--- src/rtl/sdram_host_arbiter.sv ---
// Two-client (c0 video, c1 CPU) arbiter serialising transactions onto the sdram_controller host_* port.
// Latency: ack and host request appear 1 cycle after the grant edge; rvalid 1 cycle after host_rd_valid.
// Backpressure: no grant while host_busy=1 in IDLE or while a transaction is outstanding; timeout sets sticky timeout_err.
// Optional feature: define SDRAM_ARB_ROUND_ROBIN_EN for alternating tie-break instead of fixed c0 priority.
`default_nettype none

module sdram_host_arbiter #(
    parameter int ADDR_W    = 24,
    parameter int DATA_W    = 16,
    parameter int TIMEOUT_W = 8
) (
    input  logic              clk_sys,
    input  logic              rst,
    input  logic              c0_req,
    input  logic              c0_we,
    input  logic [ADDR_W-1:0] c0_addr,
    input  logic [DATA_W-1:0] c0_wdata,
    output logic              c0_ack,
    output logic [DATA_W-1:0] c0_rdata,
    output logic              c0_rvalid,
    input  logic              c1_req,
    input  logic              c1_we,
    input  logic [ADDR_W-1:0] c1_addr,
    input  logic [DATA_W-1:0] c1_wdata,
    output logic              c1_ack,
    output logic [DATA_W-1:0] c1_rdata,
    output logic              c1_rvalid,
    output logic              host_wr_req,
    output logic              host_rd_req,
    output logic [ADDR_W-1:0] host_addr,
    output logic [DATA_W-1:0] host_data_in,
    input  logic [DATA_W-1:0] host_data_out,
    input  logic              host_busy,
    input  logic              host_rd_valid,
    output logic              timeout_err
);

    typedef enum logic [1:0] {IDLE, ISSUE, BUSY} state_t;

    // Counter runs 0 .. 2**TIMEOUT_W-2 while requesting, so the request is held 2**TIMEOUT_W-1 cycles.
    localparam logic [TIMEOUT_W-1:0] T_LAST = {{(TIMEOUT_W-1){1'b1}}, 1'b0};

    state_t               state;
    logic [TIMEOUT_W-1:0] cnt;
    logic                 cur;      // client owning the outstanding transaction
    logic                 cur_rd;   // outstanding transaction is a read
    logic                 got;      // read data already captured
    logic                 pick;     // 1 = grant client 1

`ifdef SDRAM_ARB_ROUND_ROBIN_EN
    logic                 last_grant;

    // Tie goes to the client not granted last; a lone requester always wins.
    always_comb begin
        pick = !c0_req;
        if (c0_req && c1_req) pick = !last_grant;
    end
`else
    // Fixed priority: client 1 only when client 0 is idle.
    always_comb begin
        pick = !c0_req;
    end
`endif

    // Arbitration / transaction FSM with registered outputs.
    always_ff @(posedge clk_sys) begin
        if (rst) begin
            state        <= IDLE;
            cnt          <= '0;
            cur          <= 1'b0;
            cur_rd       <= 1'b0;
            got          <= 1'b0;
            c0_ack       <= 1'b0;
            c1_ack       <= 1'b0;
            c0_rvalid    <= 1'b0;
            c1_rvalid    <= 1'b0;
            c0_rdata     <= '0;
            c1_rdata     <= '0;
            host_wr_req  <= 1'b0;
            host_rd_req  <= 1'b0;
            host_addr    <= '0;
            host_data_in <= '0;
            timeout_err  <= 1'b0;
`ifdef SDRAM_ARB_ROUND_ROBIN_EN
            last_grant   <= 1'b1;   // first tie after reset goes to client 0
`endif
        end else begin
            c0_ack    <= 1'b0;
            c1_ack    <= 1'b0;
            c0_rvalid <= 1'b0;
            c1_rvalid <= 1'b0;
            case (state)
                IDLE: begin
                    if ((c0_req || c1_req) && !host_busy) begin
                        cur   <= pick;
                        cnt   <= '0;
                        got   <= 1'b0;
                        state <= ISSUE;
`ifdef SDRAM_ARB_ROUND_ROBIN_EN
                        last_grant <= pick;
`endif
                        if (pick) begin
                            c1_ack       <= 1'b1;
                            cur_rd       <= !c1_we;
                            host_wr_req  <= c1_we;
                            host_rd_req  <= !c1_we;
                            host_addr    <= c1_addr;
                            host_data_in <= c1_wdata;
                        end else begin
                            c0_ack       <= 1'b1;
                            cur_rd       <= !c0_we;
                            host_wr_req  <= c0_we;
                            host_rd_req  <= !c0_we;
                            host_addr    <= c0_addr;
                            host_data_in <= c0_wdata;
                        end
                    end
                end
                ISSUE: begin
                    if (host_busy) begin
                        host_wr_req <= 1'b0;
                        host_rd_req <= 1'b0;
                        state       <= BUSY;
                    end else if (cnt == T_LAST) begin
                        host_wr_req <= 1'b0;
                        host_rd_req <= 1'b0;
                        timeout_err <= 1'b1;
                        state       <= IDLE;
                    end else begin
                        cnt <= cnt + 1'b1;
                    end
                end
                BUSY: begin
                    if (cur_rd) begin
                        if (host_rd_valid && !got) begin
                            got <= 1'b1;
                            if (cur) begin
                                c1_rdata  <= host_data_out;
                                c1_rvalid <= 1'b1;
                            end else begin
                                c0_rdata  <= host_data_out;
                                c0_rvalid <= 1'b1;
                            end
                        end
                        // Busy release and data return may come in either order.
                        if (!host_busy && (got || host_rd_valid)) state <= IDLE;
                    end else if (!host_busy) begin
                        state <= IDLE;
                    end
                end
                default: state <= IDLE;
            endcase
        end
    end

endmodule

`default_nettype wire

--- config.mk ---
export PLATFORM = sky130hd
export DESIGN_NAME = sdram_host_arbiter
export DESIGN_NICKNAME = d
export VERILOG_FILES = /design/src/rtl/sdram_host_arbiter.sv
export SDC_FILE = /design/constraint.sdc
export NUM_CORES = 1
export LEC_CHECK = 0
export ABC_CLOCK_PERIOD_IN_PS = 2400
export BUFFER_PORTS_ARGS = -buffer_cell sky130_fd_sc_hd__buf_2
export CAP_MARGIN = 20
export CORE_MARGIN = 5
export CORE_UTILIZATION = 45
export CTS_BUF_LIST = sky130_fd_sc_hd__clkbuf_8
export CTS_CLUSTER_DIAMETER = 30
export DETAILED_ROUTE_END_ITERATION = 10
export GPL_TIMING_DRIVEN = 0
export PLACE_DENSITY_LB_ADDON = 0.15
export SLEW_MARGIN = 20
export SYNTH_ARGS = -nofsm -noshare
export SYNTH_HDL_FRONTEND = slang
export SYNTH_SLANG_ARGS = --single-unit
--- constraint.sdc ---
create_clock -name clk_sys -period 2.4 [get_ports clk_sys]
set_input_delay 0.12 -clock clk_sys [delete_from_list [all_inputs] [get_ports clk_sys]]
set_output_delay 0.12 -clock clk_sys [all_outputs]
set_load 0.02 [all_outputs]
Word level (Yosys, flattened, before mapping)
Cells that the tools add are included.
- add/subtract/negate cells: 1
- equality and inequality tests: 11
- multiplexer cells: 29
- bitwise logic cells: 7
- reduce and logical (&&, ||, !) cells: 23
- operator list (kind ; count):
    $mux W24 ; 1
    $mux W8 ; 3
    $reduce_and A4 Y1 ; 5
    $mux W16 ; 1
    $pmux W8 S2 ; 1
    $mux W1 ; 13
    $mux W2 ; 6
    $ne A2 B2 Y1 const B ; 5
    $ne A3 B3 Y1 const B ; 3
    $add A8 B1 Y8 const B ; 1
    $eq A8 B8 Y1 const B ; 1
    $not A1 Y1 ; 7
    $pmux W1 S2 ; 3
    $pmux W2 S3 ; 1
    $reduce_and A3 Y1 ; 2
    $logic_not A1 Y1 ; 5
    $reduce_bool A2 Y1 ; 2
    $reduce_or A4 Y1 ; 1
    $logic_and A1 B1 Y1 ; 3
    $reduce_or A3 Y1 ; 1
    $eq A2 B1 Y1 const B ; 1
    $eq A2 B2 Y1 const B ; 1
    $logic_not A2 Y1 ; 1
    $logic_or A1 B1 Y1 ; 2
    $reduce_and A2 Y1 ; 1
- flip-flop bits (word level): 92
- input bits: 104
- output and inout bits: 79
- word-level logic and storage cells: 87

Longest topological paths before layout
Gate-level depths: netlist (run 1).
- depth after elaboration: 5
- gate-level depth with buffers: 6
- mapped depth without buffers: 6

Worst setup path after synthesis (run 1)
Ideal clock, no wire load.
- kind: register to register
- start point: register cnt[0]
- end point: register cnt[5]
- arrival: 1530 ps
- data required time: 2332 ps
- path slack: 802 ps
- stages on the path, launching flop included: 7
- path buffers: 0
- cell sequence: dfxtp_1 > inv_1 > ha_1 > nand3_1 > o21ai_2 > or4_4 > a21oi_2
- cells in the longest elaborated chain, start to end: 4
- elaborated cells on any way between the ends: 7
- RTL lines (element ; line ; text):
    from (decl) ; 44 ; logic [TIMEOUT_W-1:0] cnt;
    from (signal assigned) ; 130 ; cnt <= cnt + 1'b1;
    $add A8 B1 Y8 ; 130 ;
    $mux W8 ; 124 ; end else if (cnt == T_LAST) begin
    $mux W8 ; 120 ; if (host_busy) begin
    $pmux W8 S2 ; 92 ; case (state)
Several ways; a longest one is shown, not always the timed one. The select of a mux whose other input is x is not followed.
A chain may end at the register's enable or synchronous reset.

Worst setup path after layout (run 1)
Ends and elaborated chain as after synthesis.

==> results by group, run 1 <==
Global routing
  • Initial antenna violation count: 0
  • Total gr overflow: 0
  • First-pass GRT wire length: 16200 um
  • Global Route Usage Sum: 19.5%
  • Vias in the first global route: 3469
  • Largest net degree at the start of global routing: 16

STA
  • Hold Vio Cnt, Final: 0
  • Final cycle utilization of the critical path: 77.1%
  • Clock skew: 0.0143 ns
  • RSZ-0062 raised after global routing: no
  • Slew margin rel.: 54.4%
  • Max frequency: 541 MHz
  • Final hold slack: 0.0103 ns
  • Final setup TNS: 0 ns
  • Final setup vio count: 0
  • Pins over their slew limit: 0
  • Final worst path period need: 1.85 ns
  • Slew @ Worst Pin: 0.685 ns

Cells and area
  • Non-Filler Instances: 695
  • # diodes: 0
  • Commonest non-fill, non-tap cell in the layout: buf_2
  • Commonest cells after routing, fill and taps aside: buf_2, dfxtp_1, nor2_1
  • Share of layout cells above drive strength 1: 36.6%
  • Nets: 691
  • Fin area: 5020 um2
  • Fillers: 748
  • Area grow syn2layout: 33.6%

Power
  • Pwr per Cell Area: 648 nW/um2
  • Static Leakage: 2.34 nW
  • Post-layout total power: 3.26 mW
  • Max VDD drop: 0.000349 V

Setup path
  • WP data arrival: 2.13 ns
  • Crit start category: flop
  • Crit Path Class: reg -> reg
  • Critical-path maximum fanout: 7
  • Critical path capture point type: flop
  • Worst Path Required: 2.68 ns

Clocking
  • TritonCTS clock tree: done
  • CTS Root Cell: clkbuf_8
  • Clock Sinks: 92
  • CTS H-tree depth: 3
  • Clock Pin Slew Worst Setup and Hold Paths: 0.10 ns
  • Cts repair resizes: 0
  • Inserted Clock Buffers: 9
  • CTS max path bufs: 2
  • Worst skew pair latency: 0.35 ns

Routing
  • Routed len/inst: 14.4 um
  • Initial DRC count: 63
  • DR vias/cell: 4.93
  • Pre-Repair DR Iteration Count: 4
  • Final WL: 9980 um
  • Vias post-DR: 3427
  • DRC: 0
  • Routed Antenna Nets: 0

Synthesis
  • Post-synth top flop: dfxtp_1
  • Syn Nets: 498
  • Synth warn: 0
  • Seq/Total Area, Yosys: 49.0%
  • Synth async-reset ratio: 0%
  • Mapped cell area: 3760 um2
  • Syn_area_per_cell: 9.59 um2
  • Synthesized instance count: 392
  • #FFs+latches synth: 92
  • Post-synth cell types: 48
  • Post-synth EDFFs: 0

Floorplan
  • Die X: 101 um
  • Die area: 10300 um2
  • Initial Util: 46.0%
  • Chip height: 101 um
  • Io pins: 183
  • Core Area: 8180 um2
  • Std cell rows: 33

Job
  • Max Cap Viol: 0

Placement
  • Global placement routability congestion: 0.824
  • IO Port Bufs: 181
  • Placed cell count: 678
  • Post-DP Area: 4800 um2
  • Detail Placement HPWL: 7910 um

Status
  • Status: complete, no violations

Hold path
  • Worst Hold Class: in -> reg
flip-flops by register name, summed over array words and instances (netlist names):
register	count
c0_rdata	16
cur_rd	1
c1_ack	1
c0_ack	1
c0_rvalid	1
c1_rdata	16
host_addr	24
timeout_err	1
got	1
c1_rvalid	1
host_rd_req	1
host_wr_req	1
cnt	8
state	2
cur	1
host_data_in	16
metrics by stage:
| stage | setup WS (ns) | util, % |
|---|---|---|
| CTS | 0.566 | 61.3 |
| detailed placement | 0.608 | 58.7 |
| global placement | 0.662 | 58.7 |
| global route | 0.443 | 61.4 |
| finish | 0.550 | 61.4 |
| floorplan | 0.802 | - |
cells by family (layout without fill, tap and decap cells):
kind of cell / count (synthesis) / after routing / share of synthesized area [%]
and+or+nand+nor: 133 / 133 / 17.3
muxes: 57 / 57 / 15.2
buffers and inverters: 30 / 228 / 3.53
AOI/OAI and AO/OA: 74 / 74 / 13.4
adders and majority gates: 2 / 2 / 0.665
DFF: 92 / 92 / 49.0
xor gates and xnor gates: 4 / 4 / 0.932
cells in the mapped netlist (all sizes together), types with 2 or more instances:
cell type / n / area share, %
nor4: 2 / 0.73
a21oi: 21 / 2.9
buf: 12 / 1.7
ha: 2 / 0.67
mux2i: 57 / 15
nor2: 66 / 6.6
and3: 3 / 0.50
nand4: 2 / 0.33
clkbuf: 16 / 1.6
dfxtp: 92 / 49
inv: 2 / 0.20
nor2b: 2 / 0.33
o21ai: 3 / 0.50
o211ai: 2 / 0.40
nand2: 35 / 3.5
a31oi: 3 / 0.50
xor2: 3 / 0.70
or4: 2 / 0.50
nand4b: 2 / 0.87
nor3: 4 / 0.80
a211oi: 40 / 8.0
nand3: 4 / 0.53
nor3b: 3 / 1.0
worst max-delay path, stage by stage, from the launching register on:
cell,delay [ns]
dfxtp_1,0.42
inv_1,0.10
ha_1,0.24
nand3_1,0.21
o21ai_2,0.16
or4_4,0.51
a21oi_2,0.14
routing by layer:
metal / share of wire (%) / track usage [%] / vias up
met2: 49 / 34.1 / 116
li1: - / - / 1770
met5: 0 / 0 / -
met1: 41 / 23.2 / 1534
met4: 0.96 / 5.83 / 0
met3: 8.8 / 5.58 / 7
what timing repair did:
item | 4_1_cts | 5_1_grt
hold buffers | 0 | 1
setup endpoints to repair | 0 | 0
buffers inserted | 0 | 0
hold endpoints to repair | 0 | 1
report_power, final:
group | leakage (nW) | internal [mW] | total [mW] | switching (mW)
Sequential | 0.751 | 1.60 | 1.64 | 0.0412
Combinational | 1.48 | 0.208 | 0.504 | 0.296
Clock | 0.107 | 0.583 | 1.11 | 0.531
Total | 2.34 | 2.39 | 3.26 | 0.868
worst paths after layout:
check                   start          end  slack [ns]  cells past startpoint
max                    cnt[0]       cnt[5]        0.55                      6
min          host_data_out[3]  c0_rdata[3]        0.01                      3
max reg2reg            cnt[0]       cnt[5]        0.55                      6
min reg2reg       c0_rdata[5]  c0_rdata[5]        0.46                      2
final cells by class:
| type | count | area, um2 | area share (%) |
|---|---|---|---|
| Clock inverter | 7 | 92.6 | 1.84 |
| Tap cell | 105 | 131 | 2.62 |
| Sequential cell | 92 | 1840 | 36.7 |
| Buffer | 28 | 125 | 2.49 |
| Timing Repair Buffer | 182 | 916 | 18.2 |
| Multi-Input combinational cell | 270 | 1790 | 35.5 |
| Inverter | 2 | 7.51 | 0.149 |
| Clock buffer | 9 | 124 | 2.47 |
(Power assumes the default switching activity.)
==> inputs of run 2 (changes only) <==
--- a/config.mk
+++ b/config.mk
@@ -5,7 +5,7 @@
 export SDC_FILE = /design/constraint.sdc
 export NUM_CORES = 1
 export LEC_CHECK = 0
-export ABC_CLOCK_PERIOD_IN_PS = 2400
+export ABC_CLOCK_PERIOD_IN_PS = 1900
 export BUFFER_PORTS_ARGS = -buffer_cell sky130_fd_sc_hd__buf_2
 export CAP_MARGIN = 20
 export CORE_MARGIN = 5
==> constraint.sdc (replaced) <==
create_clock -name clk_sys -period 1.9 [get_ports clk_sys]
set_input_delay 0.095 -clock clk_sys [delete_from_list [all_inputs] [get_ports clk_sys]]
set_output_delay 0.095 -clock clk_sys [all_outputs]
set_load 0.02 [all_outputs]
==> run 2 against run 1 <==
Register-to-register slack got worse by 0.44 ns. Wire length increased by 1.6%. Power rose by 27%. Fmax grew 3.4%. First-iteration DRC count down 22%. Clock skew about the same. Worst setup slack got worse by 0.44 ns. Die area unchanged. Final area up 2.7%. Sequential power rose by 26%. Critical path type unchanged.
==> results by group, run 2 (synthesis results as in run 1) <==
Setup path
  • Reg2reg setup slack: 0.11 ns (-0.44 ns)
  • Cell family with most CP delay: simple AND/OR/NAND/NOR gates
  • WP data arrival: 2.01 ns (-0.12 ns)
  • Critical path capture point type: flop
  • Worst Path Required: 2.12 ns (-0.56 ns)
  • Slowest stage cell, crit path: dfxtp_1
  • Critical-path maximum fanout: 10 (+3)
  • Levels on crit path: 6 (unchanged)
  • FF-to-FF path depth: 6 (unchanged)
  • CP Cell Sequence: nand4b_4 -> or3_1 -> clkbuf_1 -> buf_2 -> nand2_1 -> a21oi_1
  • Slowest Stage Delay on Critical Path: 0.55 ns (+0.04 ns)
  • Crit start category: flop
  • RR Endpoint: c0_rdata[4]
  • Crit Path Class: reg -> reg
  • CP bufs+invs: 2 (+1)
  • Worst r2r src: state[1]

Placement
  • IO Port Bufs: 181 (unchanged)
  • Detail Placement HPWL: 7910 um (unchanged)
  • Pre-CTS setup slack: 0.108 ns (-0.500 ns)
  • Global placement routability congestion: 0.824 (unchanged)

Floorplan
  • Initial Util: 46.0% (unchanged)
  • Io pins: 183 (unchanged)
  • Die area: 10300 um2 (unchanged)
  • Core Area: 8180 um2 (unchanged)
  • Chip height: 101 um (unchanged)
  • Die X: 101 um (unchanged)
  • Std cell rows: 33 (unchanged)

Clocking
  • CTS Root Cell: clkbuf_8
  • Worst skew pair latency: 0.35 ns (about the same)
  • Clock Pin Slew Worst Setup and Hold Paths: 0.10 ns (about the same)
  • Clock Sinks: 92 (unchanged)
  • TritonCTS clock tree: done
  • CTS H-tree depth: 3 (unchanged)
  • CTS max path bufs: 2 (unchanged)
  • Inserted Clock Buffers: 9 (unchanged)

Power
  • Pwr per Cell Area: 801 nW/um2 (+24%)
  • Static Leakage: 2.39 nW (+2.1%)
  • Max VDD drop: 0.000441 V (+26%)

STA
  • Final setup vio count: 0 (unchanged)
  • Setup ws final: 0.111 ns (-0.439 ns)
  • Clock skew: 0.0140 ns (-0.000305 ns)
  • Final setup TNS: 0 ns (unchanged)
  • Final hold slack: 0.0224 ns (+0.0121 ns)
  • Slew @ Worst Pin: 0.685 ns (+0.0000112 ns)
  • RSZ-0062 raised after global routing: no
  • Final worst path period need: 1.79 ns (-0.0608 ns)
  • Max frequency: 559 MHz (+3.4%)
  • Hold Vio Cnt, Final: 0 (unchanged)
  • Final cycle utilization of the critical path: 94.2% (+17 points)
  • Pins over their slew limit: 0 (unchanged)
  • Slew margin rel.: 54.4% (about the same)

Hold path
  • Hold EP: c0_rdata[1]
  • Worst Hold Class: in -> reg
  • Worst hold path startpoint: host_data_out[1]
  • Hold path cells: 3 (unchanged)

Routing
  • Initial DRC count: 49 (-22%)
  • DRC: 0 (unchanged)
  • Pre-Repair DR Iteration Count: 4 (unchanged)
  • Routed Antenna Nets: 0 (unchanged)
  • Routed len/inst: 14.3 um (-0.24%)
  • Vias post-DR: 3480 (+1.5%)
  • DR vias/cell: 4.92 (-0.32%)
  • Final WL: 10100 um (+1.6%)

Global routing
  • Largest net degree at the start of global routing: 16 (unchanged)
  • Total gr overflow: 0 (unchanged)
  • Vias in the first global route: 3536 (+1.9%)
  • Initial antenna violation count: 0 (unchanged)
  • First-pass GRT wire length: 16400 um (+1.5%)
  • Global Route Usage Sum: 19.8% (+0.32 points)

Cells and area
  • # diodes: 0 (unchanged)
  • Nets: 704 (+1.9%)
  • Final core occ: 63.1% (+1.7 points)
  • Share of layout cells above drive strength 1: 36.0% (-0.62 points)
  • Commonest cells after routing, fill and taps aside: buf_2, dfxtp_1, nor2_1
  • Area grow syn2layout: 37.3%
  • Fillers: 726 (-2.9%)
  • Top reg by flops: host_addr
  • Commonest non-fill, non-tap cell in the layout: buf_2
  • Number of flip-flops in the largest register: 24 (unchanged)

Status
  • Status: complete, no violations

Job
  • Max Cap Viol: 0 (unchanged)
==> run 2: changes by cell type in the layout (fill, tap and decap cells not counted) <==
cell,delta
dfxtp_2,+1
dfxtp_1,-1
nor3_4,+1
dlygate4sd3_1,+13
nor3_2,-1
==> run 2: worst max path at each step <==
stage              from     endpoint
3_3_place_gp     cnt[0]       cnt[5]
3_5_place_dp     cnt[0]       cnt[5]
6_report       state[1]  c0_rdata[4]
5_1_grt        state[1]  c0_rdata[4]
4_1_cts          cnt[0]       cnt[5]
2_1_floorplan    cnt[0]       cnt[5]
==> run 2: per-layer routing <==
layer  wire length [um]  vias to the layer above  track usage [%]
met3                857                        9             5.58
met5                  0                        -                0
met1               4170                     1556             23.5
met2               5000                      118             34.7
met4                113                        0             6.13
li1                   -                     1797                -
==> run 2: report_power, final <==
part,internal [mW],switching [mW]
Sequential,2.02,0.0523
Clock,0.737,0.671
Combinational,0.280,0.377
Total,3.04,1.10
==> run 2: cell type report <==
type                    instances  area [um2]  share of cell area (%)
plain buffers                  28         125                    2.42
clock buffers                   9         124                    2.40
flip-flops and latches         92        1840                    35.7
inverters                       2        7.51                   0.145
well taps                     105         131                    2.55
clock inverters                 7        92.6                    1.79
repair buffers                195        1050                    20.3
multi-input cells             270        1790                    34.7
==> run 2: timing repair <==
action,in CTS,in global routing
setup buffers,0,0
gates resized for setup,0,2
endpoints found under the hold margin,17,0
hold buffers,14,0
endpoints found under the setup margin,0,2
==> run 2: stage by stage <==
step / std cells / power, mW / area, um2
6_report: 708 / 4.14 / 5160
5_1_grt: 708 / 4.34 / 5160
3_3_place_gp: 678 / 2.75 / 4800
3_5_place_dp: 678 / 2.76 / 4800
2_1_floorplan: 392 / 2.48 / 3760
4_1_cts: 708 / 4.18 / 5150
==> run 2: worst register-to-register path, delay by kind of cell, from the launching register on <==
kind	cells	cell delay, ns
AOI/OAI and AO/OA	1	0.07
DFF	1	0.55
buffers and inverters	2	0.39
and+or+nand+nor	3	0.65
==> inputs of run 3 (changes only) <==
--- a/config.mk
+++ b/config.mk
@@ -5,11 +5,11 @@
 export SDC_FILE = /design/constraint.sdc
 export NUM_CORES = 1
 export LEC_CHECK = 0
-export ABC_CLOCK_PERIOD_IN_PS = 1900
+export ABC_CLOCK_PERIOD_IN_PS = 2100
 export BUFFER_PORTS_ARGS = -buffer_cell sky130_fd_sc_hd__buf_2
 export CAP_MARGIN = 20
 export CORE_MARGIN = 5
-export CORE_UTILIZATION = 45
+export CORE_UTILIZATION = 51
 export CTS_BUF_LIST = sky130_fd_sc_hd__clkbuf_8
 export CTS_CLUSTER_DIAMETER = 30
 export DETAILED_ROUTE_END_ITERATION = 10
==> constraint.sdc (replaced) <==
create_clock -name clk_sys -period 2.1 [get_ports clk_sys]
set_input_delay 0.105 -clock clk_sys [delete_from_list [all_inputs] [get_ports clk_sys]]
set_output_delay 0.105 -clock clk_sys [all_outputs]
set_load 0.02 [all_outputs]
==> run 3 against run 2 <==
Global-route usage rose by 1.9 points. Combinational power fell by 9.6%. Critical endpoint is now c0_rdata[2]. Sequential share of layout area rose by 0.40 points. Largest power group unchanged.
==> results by group, run 3 (synthesis results as in run 1) <==
Clocking
  • TritonCTS clock tree: done
  • Worst skew pair latency: 0.35 ns (about the same)
  • Cts repair resizes: 0 (unchanged)
  • Inserted Clock Buffers: 9 (unchanged)
  • Clock Sinks: 92 (unchanged)
  • CTS H-tree depth: 3 (unchanged)
  • CTS max path bufs: 2 (unchanged)
  • Clock Pin Slew Worst Setup and Hold Paths: 0.10 ns (about the same)
  • CTS Root Cell: clkbuf_8

Power
  • Sequential Power Share: 51.5% (+1.4 points)
  • Post-layout total power: 3.64 mW (-12%)
  • Switch Pwr: 1.01 mW (-8.1%)
  • Clk pwr share: 32.2% (-1.8 points)
  • Static Leakage: 2.37 nW (-0.64%)
  • P_int: 2.63 mW (-13%)
  • Comb power frac: 16.3% (+0.4 points)
  • Pwr per Cell Area: 714 nW/um2 (-11%)
  • Sw frac: 27.8% (+1.1 points)
  • Max VDD drop: 0.000355 V (-20%)

Cells and area
  • Commonest cells after routing, fill and taps aside: buf_2, dfxtp_1, nor2_1
  • # diodes: 0 (unchanged)
  • Area grow syn2layout: 35.7%
  • Final core occ: 70.7% (+7.6 points)
  • Number of flip-flops in the largest register: 24 (unchanged)
  • Fillers: 580 (-20%)
  • Share of layout cells above drive strength 1: 36.2% (+0.18 points)
  • Top reg by flops: host_addr
  • Nets: 701 (-0.43%)
  • Commonest non-fill, non-tap cell in the layout: buf_2

Setup path
  • CP bufs+invs: 2 (unchanged)
  • WP data arrival: 2.02 ns (about the same)
  • Worst Path Required: 2.32 ns (+0.20 ns)
  • RR Endpoint: c0_rdata[2]
  • Critical-path maximum fanout: 10 (unchanged)
  • Crit start category: flop
  • Crit Path Class: reg -> reg
  • FF-to-FF path depth: 6 (unchanged)
  • Slowest Stage Delay on Critical Path: 0.57 ns (+0.02 ns)
  • CP Cell Sequence: nand4b_4 -> or3_1 -> clkbuf_1 -> buf_2 -> nand2_1 -> a21oi_1
  • Worst r2r src: state[1]
  • Slowest stage cell, crit path: dfxtp_1
  • Cell family with most CP delay: simple AND/OR/NAND/NOR gates
  • Critical path capture point type: flop
  • Reg2reg setup slack: 0.30 ns (+0.19 ns)

Floorplan
  • Die area: 9190 um2 (-11%)
  • Core Area: 7210 um2 (-12%)
  • Chip height: 95.9 um (-5.5%)
  • Initial Util: 52.1% (+6.1 points)
  • Io pins: 183 (unchanged)
  • Die X: 95.9 um (-5.5%)
  • Std cell rows: 31 (-6.1%)

Global routing
  • Global Route Usage Sum: 21.7% (+1.9 points)
  • Initial antenna violation count: 0 (unchanged)
  • Total gr overflow: 0 (unchanged)
  • Largest net degree at the start of global routing: 17 (+1)
  • Vias in the first global route: 3385 (-4.3%)
  • First-pass GRT wire length: 15700 um (-4.4%)

STA
  • Slew margin rel.: 52.5% (-1.8 points)
  • Final setup vio count: 0 (unchanged)
  • Clock skew: 0.0135 ns (-0.000554 ns)
  • Max frequency: 556 MHz (-0.50%)
  • Final worst path period need: 1.80 ns (+0.00900 ns)
  • Slew @ Worst Pin: 0.712 ns (+0.0274 ns)
  • Pins over their slew limit: 0 (unchanged)
  • RSZ-0062 raised after global routing: no
  • Final cycle utilization of the critical path: 85.6% (-8.5 points)
  • Hold Vio Cnt, Final: 0 (unchanged)
  • Final setup TNS: 0 ns (unchanged)

Placement
  • IO Port Bufs: 181 (unchanged)
  • Detail Placement HPWL: 7780 um (-1.7%)
  • Global placement routability congestion: 0.758 (-8.0%)

Routing
  • Initial DRC count: 84 (+71%)
  • Final WL: 10000 um (-0.93%)
  • Routed len/inst: 14.4 um (+0.35%)
  • Vias post-DR: 3527 (+1.4%)
  • Pre-Repair DR Iteration Count: 5 (+1)
  • DR vias/cell: 5.05 (+2.7%)
  • Routed Antenna Nets: 0 (unchanged)
  • DRC: 0 (unchanged)

Hold path
  • Worst hold path startpoint: host_data_out[10]
  • Worst Hold Class: in -> reg
  • Hold path cells: 3 (unchanged)
  • Hold EP: c1_rdata[10]

Job
  • Max Cap Viol: 0 (unchanged)

Status
  • Status: complete, no violations
-- run 3: final cells by class --
| class | instances | area [um2] | area share, % |
|---|---|---|---|
| clock inverters | 7 | 77.6 | 1.52 |
| inverters | 2 | 7.51 | 0.147 |
| clock buffers | 9 | 124 | 2.43 |
| repair buffers | 192 | 1020 | 19.9 |
| well taps | 99 | 124 | 2.43 |
| plain buffers | 28 | 125 | 2.45 |
| flip-flops and latches | 92 | 1840 | 36.1 |
| multi-input cells | 270 | 1790 | 35.0 |
-- run 3: how the worst max path moves through the flow --
stage          cells past startpoint     start  slack [ns]      endpoint
5_1_grt                            5  state[1]        0.13  c0_rdata[10]
2_1_floorplan                      6    cnt[0]        0.50        cnt[5]
3_5_place_dp                       6  state[1]        0.33   c0_rdata[4]
3_3_place_gp                       6    cnt[0]        0.37        cnt[5]
6_report                           6  state[1]        0.30   c0_rdata[2]
4_1_cts                            6  state[1]        0.32   c0_rdata[4]
-- run 3: power by group through the flow --
stage	logic, mW	clock network, mW	registers, mW
2_1_floorplan	0.242	0	2.01
3_3_place_gp	0.569	0	1.91
5_1_grt	0.650	1.28	1.89
4_1_cts	0.596	1.20	1.88
6_report	0.594	1.17	1.88
3_5_place_dp	0.582	0	1.91
-- run 3: worst reg2reg max path, stage by stage (launching register included) --
cell,delay (ns)
dfxtp_1,0.57
nand4b_4,0.20
or3_1,0.34
clkbuf_1,0.19
buf_2,0.23
nand2_1,0.09
a21oi_1,0.07
-- run 3: per-layer routing --
| layer | share of wire (%) | vias to the layer above | routed length (um) | GRT usage (%) |
|---|---|---|---|---|
| met3 | 7.5 | 9 | 757 | 4.61 |
| met4 | 1.2 | 0 | 123 | 7.58 |
| met5 | 0 | - | 0 | 0 |
| met1 | 42 | 1603 | 4200 | 26.7 |
| li1 | - | 1784 | - | - |
| met2 | 49 | 131 | 4960 | 37.4 |
-- run 3: repair_timing --
action                     CTS  global route
buffers inserted             0             0
setup endpoints to repair    0             0
hold buffers                 9             2
hold endpoints to repair    14             3
-- run 3: per-stage QoR --
stage	instances	setup WS, ns	hold slack (ns)	cell area [um2]
floorplan	392	0.502	0.241	3760
global placement	672	0.369	0.358	4790
detailed placement	672	0.329	0.366	4790
CTS	697	0.322	0.000309	5080
global route	699	0.127	0.00883	5100
finish	699	0.302	0.0108	5100
